`src/rtl/apb_periph_router.sv`:
```
// apb_periph_router: one upstream APB slave fanned out to NB_MASTER APB master
// ports by per-port inclusive address windows. The decode is registered. An
// unmapped address gets an error response, and so does a stalled access once
// its PREADY timeout expires. Both kinds of error are counted in saturating
// counters.
//
// state  | meaning
// IDLE   | waiting for an upstream setup phase; decode evaluated here
// SETUP  | downstream PSEL asserted, PENABLE low
// ACCESS | downstream PSEL+PENABLE, waiting for PREADY or timeout
// ERR    | unmapped address, no downstream select
// RESP   | one-cycle upstream PREADY with the captured result
module apb_periph_router #(
  parameter int NB_MASTER      = 11,
  parameter int APB_ADDR_WIDTH = 32,
  parameter int APB_DATA_WIDTH = 32,
  parameter int TIMEOUT_CYCLES = 255,
  parameter int ERR_CNT_WIDTH  = 8
) (
  input  logic                                     clk_i,
  input  logic                                     rst_i,
  input  logic [NB_MASTER-1:0][APB_ADDR_WIDTH-1:0] start_addr_i,
  input  logic [NB_MASTER-1:0][APB_ADDR_WIDTH-1:0] end_addr_i,
  input  logic [NB_MASTER-1:0]                     port_en_i,
  input  logic [APB_ADDR_WIDTH-1:0]                paddr_i,
  input  logic [APB_DATA_WIDTH-1:0]                pwdata_i,
  input  logic                                     pwrite_i,
  input  logic                                     psel_i,
  input  logic                                     penable_i,
  output logic [APB_DATA_WIDTH-1:0]                prdata_o,
  output logic                                     pready_o,
  output logic                                     pslverr_o,
  output logic [APB_ADDR_WIDTH-1:0]                m_paddr_o,
  output logic [APB_DATA_WIDTH-1:0]                m_pwdata_o,
  output logic                                     m_pwrite_o,
  output logic                                     m_penable_o,
  output logic [NB_MASTER-1:0]                     m_psel_o,
  input  logic [NB_MASTER-1:0][APB_DATA_WIDTH-1:0] m_prdata_i,
  input  logic [NB_MASTER-1:0]                     m_pready_i,
  input  logic [NB_MASTER-1:0]                     m_pslverr_i,
  output logic [ERR_CNT_WIDTH-1:0]                 dec_err_cnt_o,
  output logic [ERR_CNT_WIDTH-1:0]                 tmo_err_cnt_o,
  output logic                                     busy_o
);

  localparam int TW = (TIMEOUT_CYCLES > 0) ? $clog2(TIMEOUT_CYCLES + 1) : 1;
  localparam logic [TW:0] TMO_LIM = (TW+1)'(TIMEOUT_CYCLES);

  typedef enum logic [2:0] {S_IDLE, S_SETUP, S_ACCESS, S_ERR, S_RESP} state_t;

  state_t                    r_state;
  logic [NB_MASTER-1:0]      r_sel;
  logic [NB_MASTER-1:0]      r_psel;
  logic                      r_penable;
  logic [APB_ADDR_WIDTH-1:0] r_paddr;
  logic [APB_DATA_WIDTH-1:0] r_pwdata;
  logic                      r_pwrite;
  logic [APB_DATA_WIDTH-1:0] r_prdata;
  logic                      r_pready;
  logic                      r_pslverr;
  logic                      r_busy;
  logic [TW-1:0]             r_tmo;
  logic [ERR_CNT_WIDTH-1:0]  r_dec_cnt;
  logic [ERR_CNT_WIDTH-1:0]  r_tmo_cnt;

  logic                      w_hit;
  logic [NB_MASTER-1:0]      w_onehot;
  logic                      w_ready;
  logic                      w_slverr;
  logic [APB_DATA_WIDTH-1:0] w_rdata;
  logic                      w_tmo_hit;

  // Window decode; scanning from the top down lets the lowest hitting index win.
  always_comb begin
    w_hit    = 1'b0;
    w_onehot = '0;
    for (int i = NB_MASTER - 1; i >= 0; i--) begin
      if (port_en_i[i] && (paddr_i >= start_addr_i[i]) && (paddr_i <= end_addr_i[i])) begin
        w_hit       = 1'b1;
        w_onehot    = '0;
        w_onehot[i] = 1'b1;
      end
    end
  end

  // Response mux from the latched port. The select is one-hot, so no index arithmetic is needed.
  always_comb begin
    w_ready  = 1'b0;
    w_slverr = 1'b0;
    w_rdata  = '0;
    for (int i = 0; i < NB_MASTER; i++) begin
      if (r_sel[i]) begin
        w_ready  = m_pready_i[i];
        w_slverr = m_pslverr_i[i];
        w_rdata  = m_prdata_i[i];
      end
    end
    // The count is compared one ahead, so the limit fires on the TIMEOUT_CYCLES-th ACCESS cycle.
    w_tmo_hit = (TIMEOUT_CYCLES != 0) && (({1'b0, r_tmo} + 1'b1) == TMO_LIM);
  end

  // Main FSM. Every output is a register that is updated together with the state.
  always_ff @(posedge clk_i or posedge rst_i) begin
    if (rst_i) begin
      r_state   <= S_IDLE;
      r_sel     <= '0;
      r_psel    <= '0;
      r_penable <= 1'b0;
      r_paddr   <= '0;
      r_pwdata  <= '0;
      r_pwrite  <= 1'b0;
      r_prdata  <= '0;
      r_pready  <= 1'b0;
      r_pslverr <= 1'b0;
      r_busy    <= 1'b0;
      r_tmo     <= '0;
      r_dec_cnt <= '0;
      r_tmo_cnt <= '0;
    end else begin
      r_pready  <= 1'b0;
      r_pslverr <= 1'b0;
      r_prdata  <= '0;
      case (r_state)
        S_IDLE: begin
          if (psel_i && !penable_i) begin
            r_paddr  <= paddr_i;
            r_pwdata <= pwdata_i;
            r_pwrite <= pwrite_i;
            r_busy   <= 1'b1;
            if (w_hit) begin
              r_sel     <= w_onehot;
              r_psel    <= w_onehot;
              r_penable <= 1'b0;
              r_tmo     <= '0;
              r_state   <= S_SETUP;
            end else begin
              r_state <= S_ERR;
            end
          end
        end
        S_SETUP: begin
          r_penable <= 1'b1;
          r_state   <= S_ACCESS;
        end
        S_ACCESS: begin
          if (w_ready) begin
            r_psel    <= '0;
            r_penable <= 1'b0;
            r_pready  <= 1'b1;
            r_pslverr <= w_slverr;
            r_prdata  <= r_pwrite ? '0 : w_rdata;
            r_state   <= S_RESP;
          end else if (w_tmo_hit) begin
            r_psel    <= '0;
            r_penable <= 1'b0;
            r_pready  <= 1'b1;
            r_pslverr <= 1'b1;
            if (r_tmo_cnt != '1) r_tmo_cnt <= r_tmo_cnt + 1'b1;
            r_state   <= S_RESP;
          end else begin
            r_tmo <= r_tmo + 1'b1;
          end
        end
        S_ERR: begin
          r_pready  <= 1'b1;
          r_pslverr <= 1'b1;
          if (r_dec_cnt != '1) r_dec_cnt <= r_dec_cnt + 1'b1;
          r_state   <= S_RESP;
        end
        S_RESP: begin
          r_busy  <= 1'b0;
          r_state <= S_IDLE;
        end
        default: begin
          r_psel    <= '0;
          r_penable <= 1'b0;
          r_busy    <= 1'b0;
          r_state   <= S_IDLE;
        end
      endcase
    end
  end

  assign prdata_o      = r_prdata;
  assign pready_o      = r_pready;
  assign pslverr_o     = r_pslverr;
  assign m_paddr_o     = r_paddr;
  assign m_pwdata_o    = r_pwdata;
  assign m_pwrite_o    = r_pwrite;
  assign m_penable_o   = r_penable;
  assign m_psel_o      = r_psel;
  assign dec_err_cnt_o = r_dec_cnt;
  assign tmo_err_cnt_o = r_tmo_cnt;
  assign busy_o        = r_busy;

endmodule

```
`config.mk`:
```
export PLATFORM = sky130hd
export DESIGN_NAME = apb_periph_router
export DESIGN_NICKNAME = d
export VERILOG_FILES = /design/src/rtl/apb_periph_router.sv
export SDC_FILE = /design/constraint.sdc
export NUM_CORES = 2
export LEC_CHECK = 0
export CAP_MARGIN = 20
export CORE_AREA = 2 2 495 497
export CTS_BUF_LIST = sky130_fd_sc_hd__clkbuf_4
export DETAILED_ROUTE_END_ITERATION = 6
export DIE_AREA = 0 0 497 499
export HOLD_SLACK_MARGIN = 0.15
export PLACE_DENSITY = 0.38
export SYNTH_ARGS = -nofsm -noshare
export SYNTH_HDL_FRONTEND = slang
export SYNTH_SLANG_ARGS = --single-unit
```
`constraint.sdc`:
```
create_clock -name clk_i -period 5.5 [get_ports clk_i]
set_input_delay 1.1 -clock clk_i [delete_from_list [all_inputs] [get_ports clk_i]]
set_output_delay 1.1 -clock clk_i [all_outputs]
set_load 0.05 [all_outputs]
```
# After elaboration in Yosys (flattened, before gate mapping)
# Cells that the tools add are included.
[totals]
register_bits = 150
latchBits = 0
inputBits = 1158
elab_cells = 179
rom_bits = 0
n_memories = 0
ram_bits = 0
out_inout_bits = 128
[classes]
n_bitwise = 4
shift = 0
n_div = 0
mux = 85
n_addsub = 4
n_reduce_logical = 38
eq_ne = 12
order_cmp = 22
mul = 0
[ops]
columns = ["operator", "count"]
rows = [
  ["$mux W32", 14],
  ["$ge A32 B32 Y1", 11],
  ["$le A32 B32 Y1", 11],
  ["$mux W11", 15],
  ["$mux W1", 41],
  ["$pmux W11 S3", 1],
  ["$mux W8", 4],
  ["$add A8 B1 Y8 const B", 3],
  ["$logic_and A1 B1 Y1", 23],
  ["$ne A8 B8 Y1 const B", 2],
  ["$pmux W8 S2", 1],
  ["$pmux W3 S4", 1],
  ["$reduce_and A4 Y1", 3],
  ["$add A8 B1 Y9 const B", 1],
  ["$eq A9 B8 Y1 const B", 1],
  ["$mux W3", 3],
  ["$ne A2 B2 Y1 const B", 4],
  ["$reduce_and A2 Y1", 4],
  ["$eq A3 B2 Y1 const B", 2],
  ["$pmux W1 S2", 3],
  ["$reduce_or A3 Y1", 2],
  ["$reduce_and A5 Y1", 1],
  ["$not A1 Y1", 4],
  ["$pmux W1 S4", 1],
  ["other kinds (9)", 9],
]

# Longest topological paths before layout
[depth]
depth_word = 17
depth_mapped = 13
ltp_nobuf = 12

# Least setup slack after synthesis
# OpenSTA, ideal clock, no wires.
[synth_path]
path_kind = "in2reg"
startpoint = "input paddr_i[0]"
endpoint = "register r_sel[10]"
slack_ns = 1.434
setup_ns = 0.064
t_arrival_ns = 4.002
stages = 12
required_time_ns = 5.436
n_path_buf = 0
path_cell_list = "inv_1 ha_1 nand2b_4 a2111oi_2 nor4_1 or4_1 nand3_1 a221oi_2 nor3_4 nand2_2 or3_1 a21bo_1"
[synth_between]
elab_chain_cells = 15
elab_cells_between_ends = 67
classes_between = "order compare (22); mux (22); reduce/logical (23)"
[synth_lines]
columns = ["item", "line_no", "source"]
rows = [
  ["from (decl)", "25", "input logic [APB_ADDR_WIDTH-1:0] paddr_i,"],
  ["$ge A32 B32 Y1", "78", "if (port_en_i[i] && (paddr_i >= start_addr_i[i]) && (paddr_i <= end_addr_i[i])) begin"],
  ["$logic_and A1 B1 Y1 (2 in a row)", "78", ""],
  ["$mux W1 (11 in a row)", "78", ""],
  ["$reduce_and A3 Y1 (no line)", "-", ""],
  ["to (signal assigned)", "131", "r_sel <= w_onehot;"],
  ["to (decl)", "52", "logic [NB_MASTER-1:0] r_sel;"],
]
# Parallel ways exist; a longest one is shown, timed or not.
# A chain may end at the register's enable or synchronous reset.

# Worst setup path after layout
[layout_path]
startpoint = "input paddr_i[27]"
endpoint = "register r_tmo[1]"
[layout_between]
elab_chain_cells = 16
elab_cells_between_ends = 57
classes_between = "order compare (22); eq/ne (1); mux (11); reduce/logical (23)"
[layout_lines]
columns = ["item", "line_no", "source"]
rows = [
  ["$ge A32 B32 Y1", "78", ""],
  ["$logic_and A1 B1 Y1 (2 in a row)", "78", ""],
  ["$mux W1 (10 in a row)", "78", ""],
  ["$mux W1 (*)", "78", ""],
  ["$ne A2 B2 Y1 (no line) (*)", "-", ""],
  ["$reduce_and A5 Y1 (no line) (*)", "-", ""],
  ["to (signal assigned)", "161", "r_tmo <= r_tmo + 1'b1;"],
  ["to (decl)", "62", "logic [TW-1:0] r_tmo;"],
]
# Mark *: on every way between the ends. The rest lies on a longest branch, timed or not.

==> results_dict.tcl <==
set metrics [dict create \
    vias 32300 \
    synth.most_common_cell "sky130_fd_sc_hd__inv_1" \
    number_of_antenna_violations_at_the_first_check_in_global_routing 96 \
    power_leakage_nw 21.1 \
    initial_cell_density_of_the_core 0.110 \
    number_of_buffer_and_inverter_stages_on_the_critical_path 4 \
    cts-root-to-sink-buffers 2 \
    endpoint_arrival_time_on_the_critical_path_ps 5450 \
    yosysTopAreaCellShare 0.332 \
    synth-compound-area-share 0.228 \
    dieArea_um2 248000 \
    yosys.area_share.adder 0.332 \
    gp_congestion 0.907 \
    wire_length_of_the_first_global_routing_pass_mm 294 \
    setup_violations 0 \
    crit_top_cell "sky130_fd_sc_hd__buf_4" \
    cts_tree "yes" \
    critical-path-top-delay-family "simple AND/OR/NAND/NOR gates" \
    p_seq_frac 0.171 \
    p_sw_w 0.00592 \
    powerDensity_nw_per_um2 234 \
    cts.repair_timing.setup_buffer_count 0 \
    cell_area_synth_um2 26700 \
    die_y_um 499 \
    synth_edf_count 0 \
    clock_latency_ps 760 \
    die_wd_um 497 \
    max_cap_viol_count 0 \
    dominant_combinational_cell_family_by_area_after_synthesis "adder cells" \
    syn_to_final_growth_pct 67.9 \
    worstMarginPinSlew_ps 1150 \
    layout_min_cycle_time_ps 4820 \
    crit_slowest_cell "sky130_fd_sc_hd__buf_2" \
    avgSynthCellArea_um2 7.29 \
    internal_power_w 0.00457 \
    hpwl_mm 196 \
    track_usage 0.174 \
    design.core.area_um2 243000 \
    clock_tree.htree_level_count 4 \
    max_stage_delay_ps 520 \
    synth_top_cells_by_count "sky130_fd_sc_hd__inv_1 (784), sky130_fd_sc_hd__ha_1 (708), sky130_fd_sc_hd__nand2_1 (427)" \
    pre_cts_setup_slack_ps -346 \
    layout_setup_ws_ps 684 \
    critical_path_peak_fanout 17 \
    post-route-cell-area_um2 44700 \
    tritoncts.num_buffers 17 \
    cells_taking_the_most_area_after_synthesis "sky130_fd_sc_hd__ha_1 (33%), sky130_fd_sc_hd__dfrtp_1 (14%), sky130_fd_sc_hd__inv_1 (11%), sky130_fd_sc_hd__nand2_1 (6.0%), sky130_fd_sc_hd__a21oi_1 (5.7%)" \
    post_drt_wl_per_cell_um 26.9 \
    finalHoldViolations 0 \
    yosys_warnings 0 \
    ioPinCount 1286 \
    report.final.slew_viol_count 0 \
    drt_wl_total_mm 223 \
    grt.overflow.total 0 \
    final_layout_size_suffix_gt1_frac 0.0562 \
    timing.critical_path.to_type "flop" \
    number_of_flip_flops_and_latches_in_the_synthesized_netlist 150 \
    power.combinational.fraction 0.749 \
    timing.hold.worst.class "reg -> reg" \
    nNetsFinal 6893 \
    numPortBuffers 1285 \
    first_global_vias 34500 \
    clkSlewWorstSetupHoldPaths_ps 150 \
    grt_max_degree 92 \
    post_synth_mux_area_share 0.00197 \
    drc_errors 0 \
    route.antenna.remaining_nets 0 \
    synth.lib_cells_used.distinct 83 \
    cp.required_ps 6130 \
    placed_area_um2 44400 \
    cts.sinks 150 \
    cts_repair_resize_count 0 \
    xor_xnor_portion_of_the_synthesized_cell_area 0.00559 \
    finalCoreUtilization 0.184 \
    design_power_total_w 0.0105 \
    routed_via_count_divided_by_cell_count 3.91 \
    outcome "finished clean" \
    syn-num-nets 5523 \
    switching_share 0.564 \
    num_rows 181 \
    totalNegativeSetupSlack_ps 0 \
    cts-hold-fix-buffers 0 \
    dominantRegCellSynth "sky130_fd_sc_hd__dfrtp_1" \
    unrepaired_setup_endpoints_after_global_routing "no" \
    asyncSetResetFlopFracSynth 1.00 \
    fin_worst_skew_ps 63.7 \
    max_clock_freq_mhz 208 \
    timing_worst_setup_path_type "in -> reg" \
    ir_drop_mv 0.127 \
    synth.yosys.seq_area_share 0.141 \
    layout_worst_path_cycle_share 0.876 \
    synthSimpleGateAreaFrac 0.167 \
    drt_iter0_markers 1823 \
    postSynthCellCount 3657 \
    relSlewSlack 0.213 \
    power.share.clock 0.080 \
    cts.root.buffer_cell "sky130_fd_sc_hd__clkbuf_4" \
    detail_route.first_pass.iterations 7 \
    synthDominantAreaCellType "sky130_fd_sc_hd__ha_1" \
    path_cells "buf_2 -> buf_4 -> ha_1 -> nand4_1 -> nor4_1 -> and4_1 -> a31oi_1 -> a21boi_0 -> buf_4 -> a311oi_2 -> buf_4 -> a211oi_1 -> nand4_4 -> nand2_2 -> a31o_2" \
    cp-start-kind "input port" \
]
==> flip-flops by register name (all words and copies together), names as in the netlist, 3 cells and up <==
name	flops
m_pwdata_o	32
dec_err_cnt_o	8
r_sel	11
m_psel_o	11
tmo_err_cnt_o	8
m_paddr_o	32
r_tmo	8
r_state	3
prdata_o	32
==> per-stage QoR <==
stage / instances / hold WS (ps)
final: 8272 / 496
after global routing: 8264 / 521
after CTS: 8241 / 500
after detailed placement: 8210 / 462
after global placement: 8202 / 459
after floorplan: 3657 / 487
==> cells in the final DEF, fill, tap and decap left out, types with 21 or more instances in the layout <==
master	count
sky130_fd_sc_hd__a221oi_1	75
sky130_fd_sc_hd__dfrtp_1	143
sky130_fd_sc_hd__buf_4	151
sky130_fd_sc_hd__clkdlybuf4s50_1	1254
sky130_fd_sc_hd__buf_2	35
sky130_fd_sc_hd__diode_2	31
sky130_fd_sc_hd__o211ai_1	21
sky130_fd_sc_hd__o311ai_0	34
sky130_fd_sc_hd__nand2_1	427
sky130_fd_sc_hd__a21o_1	53
sky130_fd_sc_hd__ha_1	708
sky130_fd_sc_hd__nand3_1	76
sky130_fd_sc_hd__a21oi_1	302
sky130_fd_sc_hd__nor2_1	164
sky130_fd_sc_hd__nor3_1	57
sky130_fd_sc_hd__inv_1	782
sky130_fd_sc_hd__o21a_1	23
sky130_fd_sc_hd__nor2b_1	24
sky130_fd_sc_hd__o21ai_0	209
sky130_fd_sc_hd__a211oi_1	71
sky130_fd_sc_hd__nand4_1	95
==> final timing paths <==
check                                    from  slack (ps)  cells past startpoint       endpoint
worst max-delay path              paddr_i[27]         680                     15       r_tmo[1]
worst min-delay path            m_paddr_o[27]         500                      2  m_paddr_o[27]
worst max register to register       r_sel[1]        1310                      9    prdata_o[0]
worst min register to register  m_paddr_o[27]         500                      2  m_paddr_o[27]
max in group asynchronous               rst_i        3340                      3       r_sel[8]
min in group asynchronous               rst_i         880                      2   prdata_o[29]
==> worst reg2reg max path, cell delays in order, from the launching register on <==
cell and delay, ps:
sky130_fd_sc_hd__dfrtp_2 690, sky130_fd_sc_hd__buf_4 450, sky130_fd_sc_hd__a221oi_1 180, sky130_fd_sc_hd__o311ai_0 300, sky130_fd_sc_hd__o21ai_0 350, sky130_fd_sc_hd__o21ai_0 560, sky130_fd_sc_hd__o21ai_0 330, sky130_fd_sc_hd__a221oi_1 640
sky130_fd_sc_hd__a211oi_1 170, sky130_fd_sc_hd__nor3_1 390
==> power groups by stage <==
| stage | clock, W | sequential (W) | combinational (W) |
|---|---|---|---|
| CTS | 0.000923 | 0.00182 | 0.00805 |
| finish | 0.000840 | 0.00180 | 0.00785 |
| global route | 0.000934 | 0.00186 | 0.00835 |
| floorplan | 0 | 0.00273 | 0.00267 |
| global placement | 0 | 0.00183 | 0.00800 |
| detailed placement | 0 | 0.00184 | 0.00802 |
==> per-layer routing <==
layer | up-vias | GRT usage | share of wire | wire length [um]
met5 | - | 0 | 0.0013 | 297
met4 | 46 | 0.0768 | 0.044 | 9750
met3 | 258 | 0.0369 | 0.053 | 11800
met2 | 1214 | 0.353 | 0.56 | 125000
met1 | 15200 | 0.163 | 0.34 | 75600
li1 | 15600 | - | - | -
==> cell families after synthesis <==
kind of cell,Yosys count
multiplexers,5
adder cells (fa/ha/maj),708
AND/OR/NAND/NOR,951
XOR/XNOR,17
flip-flops,150
buffers and inverters,884
AO/OA/AOI/OAI,942
==> layout make-up <==
type | count | area [um^2]
fillers | 27400 | 198000
multi-input cells | 2623 | 19600
repair buffers | 1447 | 14000
well taps | 3202 | 4010
flip-flops and latches | 150 | 3760
inverters | 788 | 2960
clock inverters | 14 | 165
clock buffers | 17 | 128
diodes | 31 | 77.6
Note: power is estimated with default switching activity, not from simulation.
